<file path="config.mk">
export PLATFORM = sky130hd
export DESIGN_NAME = dram_arb
export DESIGN_NICKNAME = d
export VERILOG_FILES = /design/src/rtl/dram_pkg.sv /design/src/rtl/dram_arb_timer.sv /design/src/rtl/dram_arb.sv
export SDC_FILE = /design/constraint.sdc
export NUM_CORES = 1
export LEC_CHECK = 0
export CORE_ASPECT_RATIO = 0.9
export CORE_MARGIN = 4
export CORE_UTILIZATION = 41
export DETAILED_ROUTE_END_ITERATION = 16
export PLACE_DENSITY = 0.78
export SETUP_SLACK_MARGIN = 0.1
export SLEW_MARGIN = 20
export SYNTH_ARGS = -nofsm -noshare
export SYNTH_HDL_FRONTEND = slang
export SYNTH_HIERARCHICAL = 1
export SYNTH_SLANG_ARGS = --single-unit
</file>
<file path="constraint.sdc">
create_clock -name CLK -period 1.9 [get_ports CLK]
set_input_delay 0.285 -clock CLK [delete_from_list [all_inputs] [get_ports CLK]]
set_output_delay 0.285 -clock CLK [all_outputs]
set_load 0.05 [all_outputs]
</file>
<file path="src/rtl/dram_pkg.sv">
// Shared definitions for the DRAM arbiter: state encoding, bus constants
// and the DSACK completion helper.
package dram_pkg;

  localparam int ADDR_W = 28;

  localparam logic [1:0] SIZ_LONG   = 2'b00;
  localparam logic [1:0] DSACK_DONE = 2'b11;
  localparam logic [1:0] DSACK_IDLE = 2'b00;

  typedef enum logic [1:0] {
    ST_IDLE    = 2'b00,
    ST_CPU_RUN = 2'b01,
    ST_DMA_RUN = 2'b10,
    ST_RELEASE = 2'b11
  } arb_state_e;

  // Partial acknowledges (01/10) never count as completion.
  function automatic logic dsack_done(input logic [1:0] dsack);
    return (dsack == DSACK_DONE);
  endfunction

endpackage

</file>
<file path="src/rtl/dram_arb_timer.sv">
// Loadable up-counter with clear/enable and an expire flag when the count
// reaches a programmable limit.
module dram_arb_timer #(
  parameter int W = 8
) (
  input  logic         CLK,
  input  logic         nRST,
  input  logic         i_clr,
  input  logic         i_load,
  input  logic [W-1:0] i_load_val,
  input  logic         i_en,
  input  logic [W-1:0] i_limit,
  output logic         o_expire
);

  logic [W-1:0] r_count;

  // Counter register: clear has priority over load, load over count.
  always_ff @(posedge CLK or negedge nRST) begin
    if (!nRST) begin
      r_count <= {W{1'b0}};
    end else if (i_clr) begin
      r_count <= {W{1'b0}};
    end else if (i_load) begin
      r_count <= i_load_val;
    end else if (i_en) begin
      r_count <= r_count + {{(W-1){1'b0}}, 1'b1};
    end else begin
      r_count <= r_count;
    end
  end

  assign o_expire = (r_count == i_limit);

endmodule

</file>
<file path="src/rtl/dram_arb.sv">
// Two-master (CPU / DMA) arbiter in front of the DRAM controller with a
// bounded CPU streak under DMA contention and a per-cycle DSACK timeout.
module dram_arb
  import dram_pkg::*;
#(
  parameter int MAX_CPU_STREAK = 4,
  parameter int TIMEOUT_CYC    = 255
) (
  input  logic              CLK,
  input  logic              nRST,
  input  logic              cpu_nCS,
  input  logic              cpu_nAS,
  input  logic              cpu_RnW,
  input  logic [1:0]        cpu_SIZ,
  input  logic [ADDR_W-1:0] cpu_ADDR,
  output logic [1:0]        cpu_DSACK,
  output logic              cpu_BERR,
  input  logic              dma_req,
  input  logic              dma_RnW,
  input  logic [ADDR_W-1:0] dma_ADDR,
  output logic              dma_ack,
  output logic              dma_err,
  output logic              mem_nCS,
  output logic              mem_nAS,
  output logic              mem_RnW,
  output logic [1:0]        mem_SIZ,
  output logic [ADDR_W-1:0] mem_ADDR,
  input  logic [1:0]        mem_DSACK
);

  localparam int STREAK_W = $clog2(MAX_CPU_STREAK + 1);
  localparam int TMR_W    = $clog2(TIMEOUT_CYC + 1);
  localparam logic [STREAK_W-1:0] STREAK_MAX = STREAK_W'(MAX_CPU_STREAK);
  localparam logic [STREAK_W-1:0] STREAK_ONE = STREAK_W'(1);
  localparam logic [TMR_W-1:0]    TMR_LIMIT  = TMR_W'(TIMEOUT_CYC);

  arb_state_e          r_state,   w_nxt_state;
  logic [STREAK_W-1:0] r_streak,  w_nxt_streak;
  logic                r_mem_ncs, w_nxt_mem_ncs;
  logic                r_mem_nas, w_nxt_mem_nas;
  logic                r_mem_rnw, w_nxt_mem_rnw;
  logic [1:0]          r_mem_siz, w_nxt_mem_siz;
  logic [ADDR_W-1:0]   r_mem_addr, w_nxt_mem_addr;
  logic [1:0]          r_cpu_dsack, w_nxt_cpu_dsack;
  logic                r_cpu_berr, w_nxt_cpu_berr;
  logic                r_dma_ack, w_nxt_dma_ack;
  logic                r_dma_err, w_nxt_dma_err;

  logic w_cpu_go;
  logic w_done;
  logic w_tmr_clr;
  logic w_tmr_en;
  logic w_expire;

  assign w_cpu_go = ~cpu_nCS & ~cpu_nAS;
  assign w_done   = dsack_done(mem_DSACK);

  dram_arb_timer #(
    .W (TMR_W)
  ) u_timer (
    .CLK        (CLK),
    .nRST       (nRST),
    .i_clr      (w_tmr_clr),
    .i_load     (1'b0),
    .i_load_val ({TMR_W{1'b0}}),
    .i_en       (w_tmr_en),
    .i_limit    (TMR_LIMIT),
    .o_expire   (w_expire)
  );

  // Next-state and next-output logic for the arbitration FSM.
  always_comb begin
    w_nxt_state     = r_state;
    w_nxt_streak    = r_streak;
    w_nxt_mem_ncs   = r_mem_ncs;
    w_nxt_mem_nas   = r_mem_nas;
    w_nxt_mem_rnw   = r_mem_rnw;
    w_nxt_mem_siz   = r_mem_siz;
    w_nxt_mem_addr  = r_mem_addr;
    w_nxt_cpu_dsack = r_cpu_dsack;
    w_nxt_cpu_berr  = r_cpu_berr;
    w_nxt_dma_ack   = 1'b0;
    w_nxt_dma_err   = 1'b0;
    w_tmr_clr       = 1'b0;
    w_tmr_en        = 1'b0;

    case (r_state)
      ST_IDLE: begin
        if (w_cpu_go && (!dma_req || (r_streak < STREAK_MAX))) begin
          w_nxt_state     = ST_CPU_RUN;
          w_nxt_mem_ncs   = 1'b0;
          w_nxt_mem_nas   = 1'b0;
          w_nxt_mem_rnw   = cpu_RnW;
          w_nxt_mem_siz   = cpu_SIZ;
          w_nxt_mem_addr  = cpu_ADDR;
          w_nxt_cpu_dsack = DSACK_IDLE;
          w_tmr_clr       = 1'b1;
          if (dma_req) begin
            w_nxt_streak = r_streak + STREAK_ONE;
          end else begin
            w_nxt_streak = {STREAK_W{1'b0}};
          end
        end else if (dma_req) begin
          w_nxt_state    = ST_DMA_RUN;
          w_nxt_streak   = {STREAK_W{1'b0}};
          w_nxt_mem_ncs  = 1'b0;
          w_nxt_mem_nas  = 1'b0;
          w_nxt_mem_rnw  = dma_RnW;
          w_nxt_mem_siz  = SIZ_LONG;
          w_nxt_mem_addr = dma_ADDR;
          w_tmr_clr      = 1'b1;
        end else begin
          w_nxt_state = ST_IDLE;
        end
      end

      ST_CPU_RUN: begin
        // Completed DSACK is held to the CPU until it drops nAS.
        if (w_done) begin
          if (cpu_nAS) begin
            w_nxt_state     = ST_RELEASE;
            w_nxt_mem_ncs   = 1'b1;
            w_nxt_mem_nas   = 1'b1;
            w_nxt_cpu_dsack = DSACK_IDLE;
          end else begin
            w_nxt_cpu_dsack = mem_DSACK;
          end
        end else if (w_expire) begin
          w_nxt_state     = ST_RELEASE;
          w_nxt_mem_ncs   = 1'b1;
          w_nxt_mem_nas   = 1'b1;
          w_nxt_cpu_dsack = DSACK_IDLE;
          w_nxt_cpu_berr  = ~cpu_nAS;
        end else begin
          w_tmr_en = 1'b1;
          if (cpu_nAS) begin
            w_nxt_cpu_dsack = DSACK_IDLE;
          end else begin
            w_nxt_cpu_dsack = mem_DSACK;
          end
        end
      end

      ST_DMA_RUN: begin
        if (w_done) begin
          w_nxt_state   = ST_RELEASE;
          w_nxt_mem_ncs = 1'b1;
          w_nxt_mem_nas = 1'b1;
          w_nxt_dma_ack = 1'b1;
        end else if (w_expire) begin
          w_nxt_state   = ST_RELEASE;
          w_nxt_mem_ncs = 1'b1;
          w_nxt_mem_nas = 1'b1;
          w_nxt_dma_err = 1'b1;
        end else begin
          w_tmr_en = 1'b1;
        end
      end

      ST_RELEASE: begin
        // Leaving is gated on an outstanding BERR so the CPU is not regranted.
        if (r_cpu_berr && cpu_nAS) begin
          w_nxt_cpu_berr = 1'b0;
        end else begin
          w_nxt_cpu_berr = r_cpu_berr;
        end
        if ((mem_DSACK == DSACK_IDLE) && (!r_cpu_berr || cpu_nAS)) begin
          w_nxt_state = ST_IDLE;
        end else begin
          w_nxt_state = ST_RELEASE;
        end
      end

      default: begin
        w_nxt_state   = ST_IDLE;
        w_nxt_mem_ncs = 1'b1;
        w_nxt_mem_nas = 1'b1;
      end
    endcase
  end

  // State and registered outputs.
  always_ff @(posedge CLK or negedge nRST) begin
    if (!nRST) begin
      r_state     <= ST_IDLE;
      r_streak    <= {STREAK_W{1'b0}};
      r_mem_ncs   <= 1'b1;
      r_mem_nas   <= 1'b1;
      r_mem_rnw   <= 1'b1;
      r_mem_siz   <= 2'b00;
      r_mem_addr  <= {ADDR_W{1'b0}};
      r_cpu_dsack <= 2'b00;
      r_cpu_berr  <= 1'b0;
      r_dma_ack   <= 1'b0;
      r_dma_err   <= 1'b0;
    end else begin
      r_state     <= w_nxt_state;
      r_streak    <= w_nxt_streak;
      r_mem_ncs   <= w_nxt_mem_ncs;
      r_mem_nas   <= w_nxt_mem_nas;
      r_mem_rnw   <= w_nxt_mem_rnw;
      r_mem_siz   <= w_nxt_mem_siz;
      r_mem_addr  <= w_nxt_mem_addr;
      r_cpu_dsack <= w_nxt_cpu_dsack;
      r_cpu_berr  <= w_nxt_cpu_berr;
      r_dma_ack   <= w_nxt_dma_ack;
      r_dma_err   <= w_nxt_dma_err;
    end
  end

  assign mem_nCS   = r_mem_ncs;
  assign mem_nAS   = r_mem_nas;
  assign mem_RnW   = r_mem_rnw;
  assign mem_SIZ   = r_mem_siz;
  assign mem_ADDR  = r_mem_addr;
  assign cpu_DSACK = r_cpu_dsack;
  assign cpu_BERR  = r_cpu_berr;
  assign dma_ack   = r_dma_ack;
  assign dma_err   = r_dma_err;

endmodule

</file>
* After elaboration in Yosys (flattened, before gate mapping)
Index checks and enable logic that the tools add are counted.
W data, S select, Z words.
** Operators by class
- Add/sub/neg operators :: 2
- Muxes and demuxes :: 50
- Eq/ne operators :: 11
- Bitwise gates (word level) :: 3
- Divide/modulo/power cells :: 0
- Shift operators :: 0
- $lt $le $gt $ge :: 1
- Reduce and logical (&&, ||, !) cells :: 19
- Multiply operators :: 0
** Operators by type and width (count)
- $mux W28 :: 2
- $mux W2 :: 13
- $mux W1 :: 25
- $mux W8 :: 2
- $mux W3 :: 3
- $add A8 B1 Y8 const B :: 1
- $eq A8 B8 Y1 const B :: 1
- $pmux W2 S4 :: 1
- $reduce_bool A2 Y1 :: 4
- $eq A2 B2 Y1 const B :: 3
- $ne A2 B2 Y1 const B :: 3
- $ne A3 B3 Y1 const B :: 2
- $pmux W1 S3 :: 2
- $logic_not A2 Y1 :: 2
- $pmux W2 S2 :: 1
- $reduce_and A2 Y1 :: 2
- $reduce_and A4 Y1 :: 1
- $add A3 B1 Y3 const B :: 1
- $logic_and A1 B1 Y1 :: 3
- $lt A3 B3 Y1 const B :: 1
- $reduce_and A3 Y1 :: 1
- $reduce_bool A3 Y1 :: 1
- $eq A2 B1 Y1 const B :: 1
- $logic_not A1 Y1 :: 2
- 6 further kinds :: 8
** Word-level totals
- Flip-flop bits (word level) :: 51
- Memory bits (writable) :: 0
- ROM bits :: 0
- Memories :: 0
- Latch bits :: 0

* Longest topological paths before layout
- Depth after elaboration :: 6
- Mapped depth :: 9

* Cells and area by module
The synthesis kept the hierarchy.
** By module, submodules not included
- dram_arb :: cells an instance 166, area each 2296.0 sq um, times used 1
- dram_arb_timer :: cells an instance 58, area each 583.1 sq um, times used 1

* Worst setup path after synthesis
Ideal clock, no wire load.
- Kind :: register to register
- Start :: reg u_timer.r_count[2]
- End :: reg u_timer.r_count[5]
- Stages on the path, launching flop included :: 10
- Data required time :: 1.789 ns
- Period minus slack after synthesis :: 1.975 ns
- Arrival time :: 1.863 ns
- Path buffers :: 1
- Library setup time :: 0.111 ns
- Path slack :: -0.075 ns
- Path through :: dfrtp_1 > xnor2_1 > nand4_1 > nor2_1 > a21oi_1 > and2_1 > buf_4 > and3_4 > and4b_1 > a2111oi_2
** On the way
- Word-level cells in the longest chain between the ends :: 5
** RTL lines
- from (decl) :: RTL line dram_arb_timer.sv:16 : logic [W-1:0] r_count;
- from (signal assigned) :: RTL line dram_arb_timer.sv:21 : r_count <= {W{1'b0}};
- from (signal assigned) :: RTL line dram_arb_timer.sv:23 : r_count <= {W{1'b0}};
- from (signal assigned) :: RTL line dram_arb_timer.sv:25 : r_count <= i_load_val;
- $eq A8 B8 Y1 :: RTL line dram_arb_timer.sv:33 : assign o_expire = (r_count == i_limit);
- net w_expire :: RTL line dram_arb.sv:53 : logic w_expire;
- $mux W1 :: RTL line dram_arb.sv:128, dram_arb.sv:150
- $mux W1 :: RTL line dram_arb.sv:119 : if (w_done) begin
- $mux W1
- net w_tmr_en :: RTL line dram_arb.sv:52 : logic w_tmr_en;
- $reduce_bool A2 Y1 (no line)
The timed path passes the listed nets, and every way through them passes these cells. The select of a mux whose other input is x is not followed.
A chain may end at the register's enable or synchronous reset.

* Worst setup path after layout
- Start :: reg u_timer.r_count[4]
- End :: reg u_timer.r_count[7]
Same word-level chain as after synthesis.

==> results.ini <==
[outcome]
outcome = complete, no violations

[timing]
fmax_mhz = 562
hold_viol_final = 0
rsz0062_at_grt = yes
setup_slack_ns = 0.121
fin_crit_ns = 1.78
setup-violations-final = 0
holdWs_ns = 0.508
drv_slew = 0
tightest_slew_ns = 0.540
fin_crit_sh_pct = 93.6
fin_skew_ns = 0.0107
tns_ns = 0
maxSlewHeadroom_pct = 63.9

[worst_setup_path]
slowest_delay_ns = 0.38
path_max_fanout = 4
r2r_end = u_timer/r_count[7]$_DFFE_PN0P_
r2r_cells = 8
path_class = reg2reg
cp.required_ns = 2.09
r2r_start = u_timer/r_count[4]$_DFFE_PN0P_
cp_slowest_cell = dfrtp_1
worstSetupStartpointType = flop
cp-end-kind = flop
crit_chain = xnor2_1 > nand4_1 > nor2_2 > a21oi_2 > and2_4 > and3_4 > and4_1 > a2111oi_2
reg2reg_setup_slack_ns = 0.12
arrival_ns = 1.97

[cts]
clock_latency_ns = 0.30
clkTransAtPathRegs_ns = 0.09
cts_buffers = 5
clockRootBuffer = clkbuf_8
cts_tree = built
cts.htree.levels = 2
clkSinkCount = 51
clockBufferDepth = 2

[synth]
synthCells = 224
seq_area_frac_synth_pct = 44.5
yosys_warnings = 6
syn_avg_cell_area_um2 = 12.9
synth-seq-cells = 51
syn_area_um2 = 2880
yosys_most_used_dff = dfrtp_1
yosysUniqueCellTypes = 48
async_flop_share_pct = 100
synth_edf_count = 0

[detailed_routing]
routed_wl_um = 6960
drtAntennaViolNets = 0
viasPerCell = 4.82
vias = 2237
drtIter0Drc = 89
drc_errors = 0
wl_per_cell_um = 15.0
dr.pass1.iters = 4

[finish]
areaGrowthSynthToFinish_pct = 52.7
instances_no_fill = 464
multi_input_area_um2 = 1590
n_fill_cell = 531
utilization_pct = 65.7
nNetsFinal = 447
design_area_um2 = 4400
drive_gt1_share_pct = 31.6
register_area_um2 = 1280
diodes = 0

[grt]
grt_pass1_vias = 2345
grt-ovfl-total = 0
antenna_found_initial = 0
grt_max_degree = 52
grt_pass1_wl_um = 11000
gr-usage-all-layers_pct = 16.7

[die]
rows = 28
fp.dieW_um = 96.3
start_util_pct = 43.0
die-area_um2 = 8430
die_y_um = 87.5
ios = 105
coreArea_um2 = 6690

[place]
pre_cts_slack_ns = -0.173
dp_hpwl_um = 5420
dpl_cell_area_um2 = 4210
place_inst = 449
io_buffers = 104
routabilityCongestion = 0.785

[power_and_ir_drop]
p_total_mw = 6.70
powerDensity_nw_per_um2 = 1520
peakVddDrop_v = 0.000860
p_leak_nw = 1.97

[min_path]
min_path_type = in2async

[job]
cap_violations = 0

[worst max-delay path, delay by kind of cell (launching register included)]
| family | cells | cell delay [ns] |
|---|---|---|
| flip-flops | 1 | 0.38 |
| AO/OA/AOI/OAI | 2 | 0.38 |
| AND/OR/NAND/NOR | 5 | 0.79 |
| XOR/XNOR | 1 | 0.13 |
[cells in the mapped netlist, types with 4 or more instances]
cell,count,area share [%]
a2111oi_2,4,2.1
a211oi_1,5,1.3
and3_1,4,0.87
buf_6,6,2.3
dfrtp_1,48,42
ha_1,7,3.0
inv_1,8,1.0
mux2_2,59,23
nand4_1,4,0.87
nor2_1,9,1.2
xnor2_1,8,2.4
xor2_1,4,1.2
[metal layers]
layer	up-vias	track usage (%)	wire [um]
li1	1099	-	-
met1	1073	22.1	3090
met2	61	28.2	3430
met3	4	3.11	395
met4	0	3.82	52
met5	-	0	0
[worst max path at each step]
stage / startpoint / to / slack [ns] / cells after the start
after floorplan: r_state[0]$_DFFE_PN0P_ / u_timer/r_count[5]$_DFFE_PN0P_ / 0.05 / 8
after global placement: dma_req / mem_ADDR[24]$_DFFE_PN0P_ / -0.14 / 5
after detailed placement: dma_req / mem_ADDR[4]$_DFFE_PN0P_ / -0.17 / 5
after CTS: u_timer/r_count[7]$_DFFE_PN0P_ / u_timer/r_count[7]$_DFFE_PN0P_ / 0.10 / 8
after global routing: u_timer/r_count[2]$_DFFE_PN0P_ / u_timer/r_count[7]$_DFFE_PN0P_ / -0.0003 / 8
final: u_timer/r_count[4]$_DFFE_PN0P_ / u_timer/r_count[7]$_DFFE_PN0P_ / 0.12 / 8
[report_power, final]
part	leakage, nW	switching, mW	internal (mW)	total (mW)
clock network	0.0412	0.342	0.258	0.600
registers	0.614	0.292	1.61	1.90
logic	1.32	2.39	1.81	4.20
[registers in the layout, indices dropped and copies added (netlist names)]
| signal | cells |
|---|---|
| u_timer/r_count | 8 |
| mem_nCS | 1 |
| r_state | 2 |
| mem_nAS | 1 |
| mem_RnW | 1 |
| cpu_DSACK | 2 |
| mem_ADDR | 28 |
| cpu_BERR | 1 |
| r_streak | 3 |
| dma_err | 1 |
| mem_SIZ | 2 |
| dma_ack | 1 |
[logic make-up (layout without fill, tap and decap cells)]
kind of cell | after synthesis | in the layout | synth area share, %
mux | 64 | 64 | 25.6
flops | 51 | 51 | 44.5
simple gates | 35 | 35 | 7.52
compound gates | 33 | 33 | 11.0
buf+inv | 20 | 148 | 4.52
xor+xnor | 12 | 12 | 3.65
fa+ha+maj | 7 | 7 | 3.04
other cells | 2 | 24 | 0.261
[cell usage in the layout (no fill, tap or decap), types with 5 or more instances in the layout]
| cell | n |
|---|---|
| a211oi_1 | 5 |
| buf_4 | 27 |
| clkbuf_8 | 5 |
| clkdlybuf4s50_1 | 90 |
| conb_1 | 24 |
| dfrtp_1 | 48 |
| dlymetal6s2s_1 | 9 |
| ha_1 | 7 |
| inv_1 | 7 |
| mux2_2 | 59 |
| nor2_1 | 8 |
| xnor2_1 | 7 |
[area by class of cell]
class	instances	share of cell area (%)
Multi-Input combinational cell	175	36.1
Timing Repair Buffer	132	29.6
Sequential cell	51	29.1
Tap cell	90	2.56
Clock buffer	6	1.65
Inverter	8	0.683
Clock inverter	2	0.285
[what timing repair did]
action,4_1_cts,5_1_grt
resized for setup,1,11
hold endpoints to repair,48,0
hold buffers,1,0
pin swaps,8,9
buffers inserted,5,1
endpoints found under the setup margin,3,31
No activity file was read; power rests on OpenSTA's default activity.
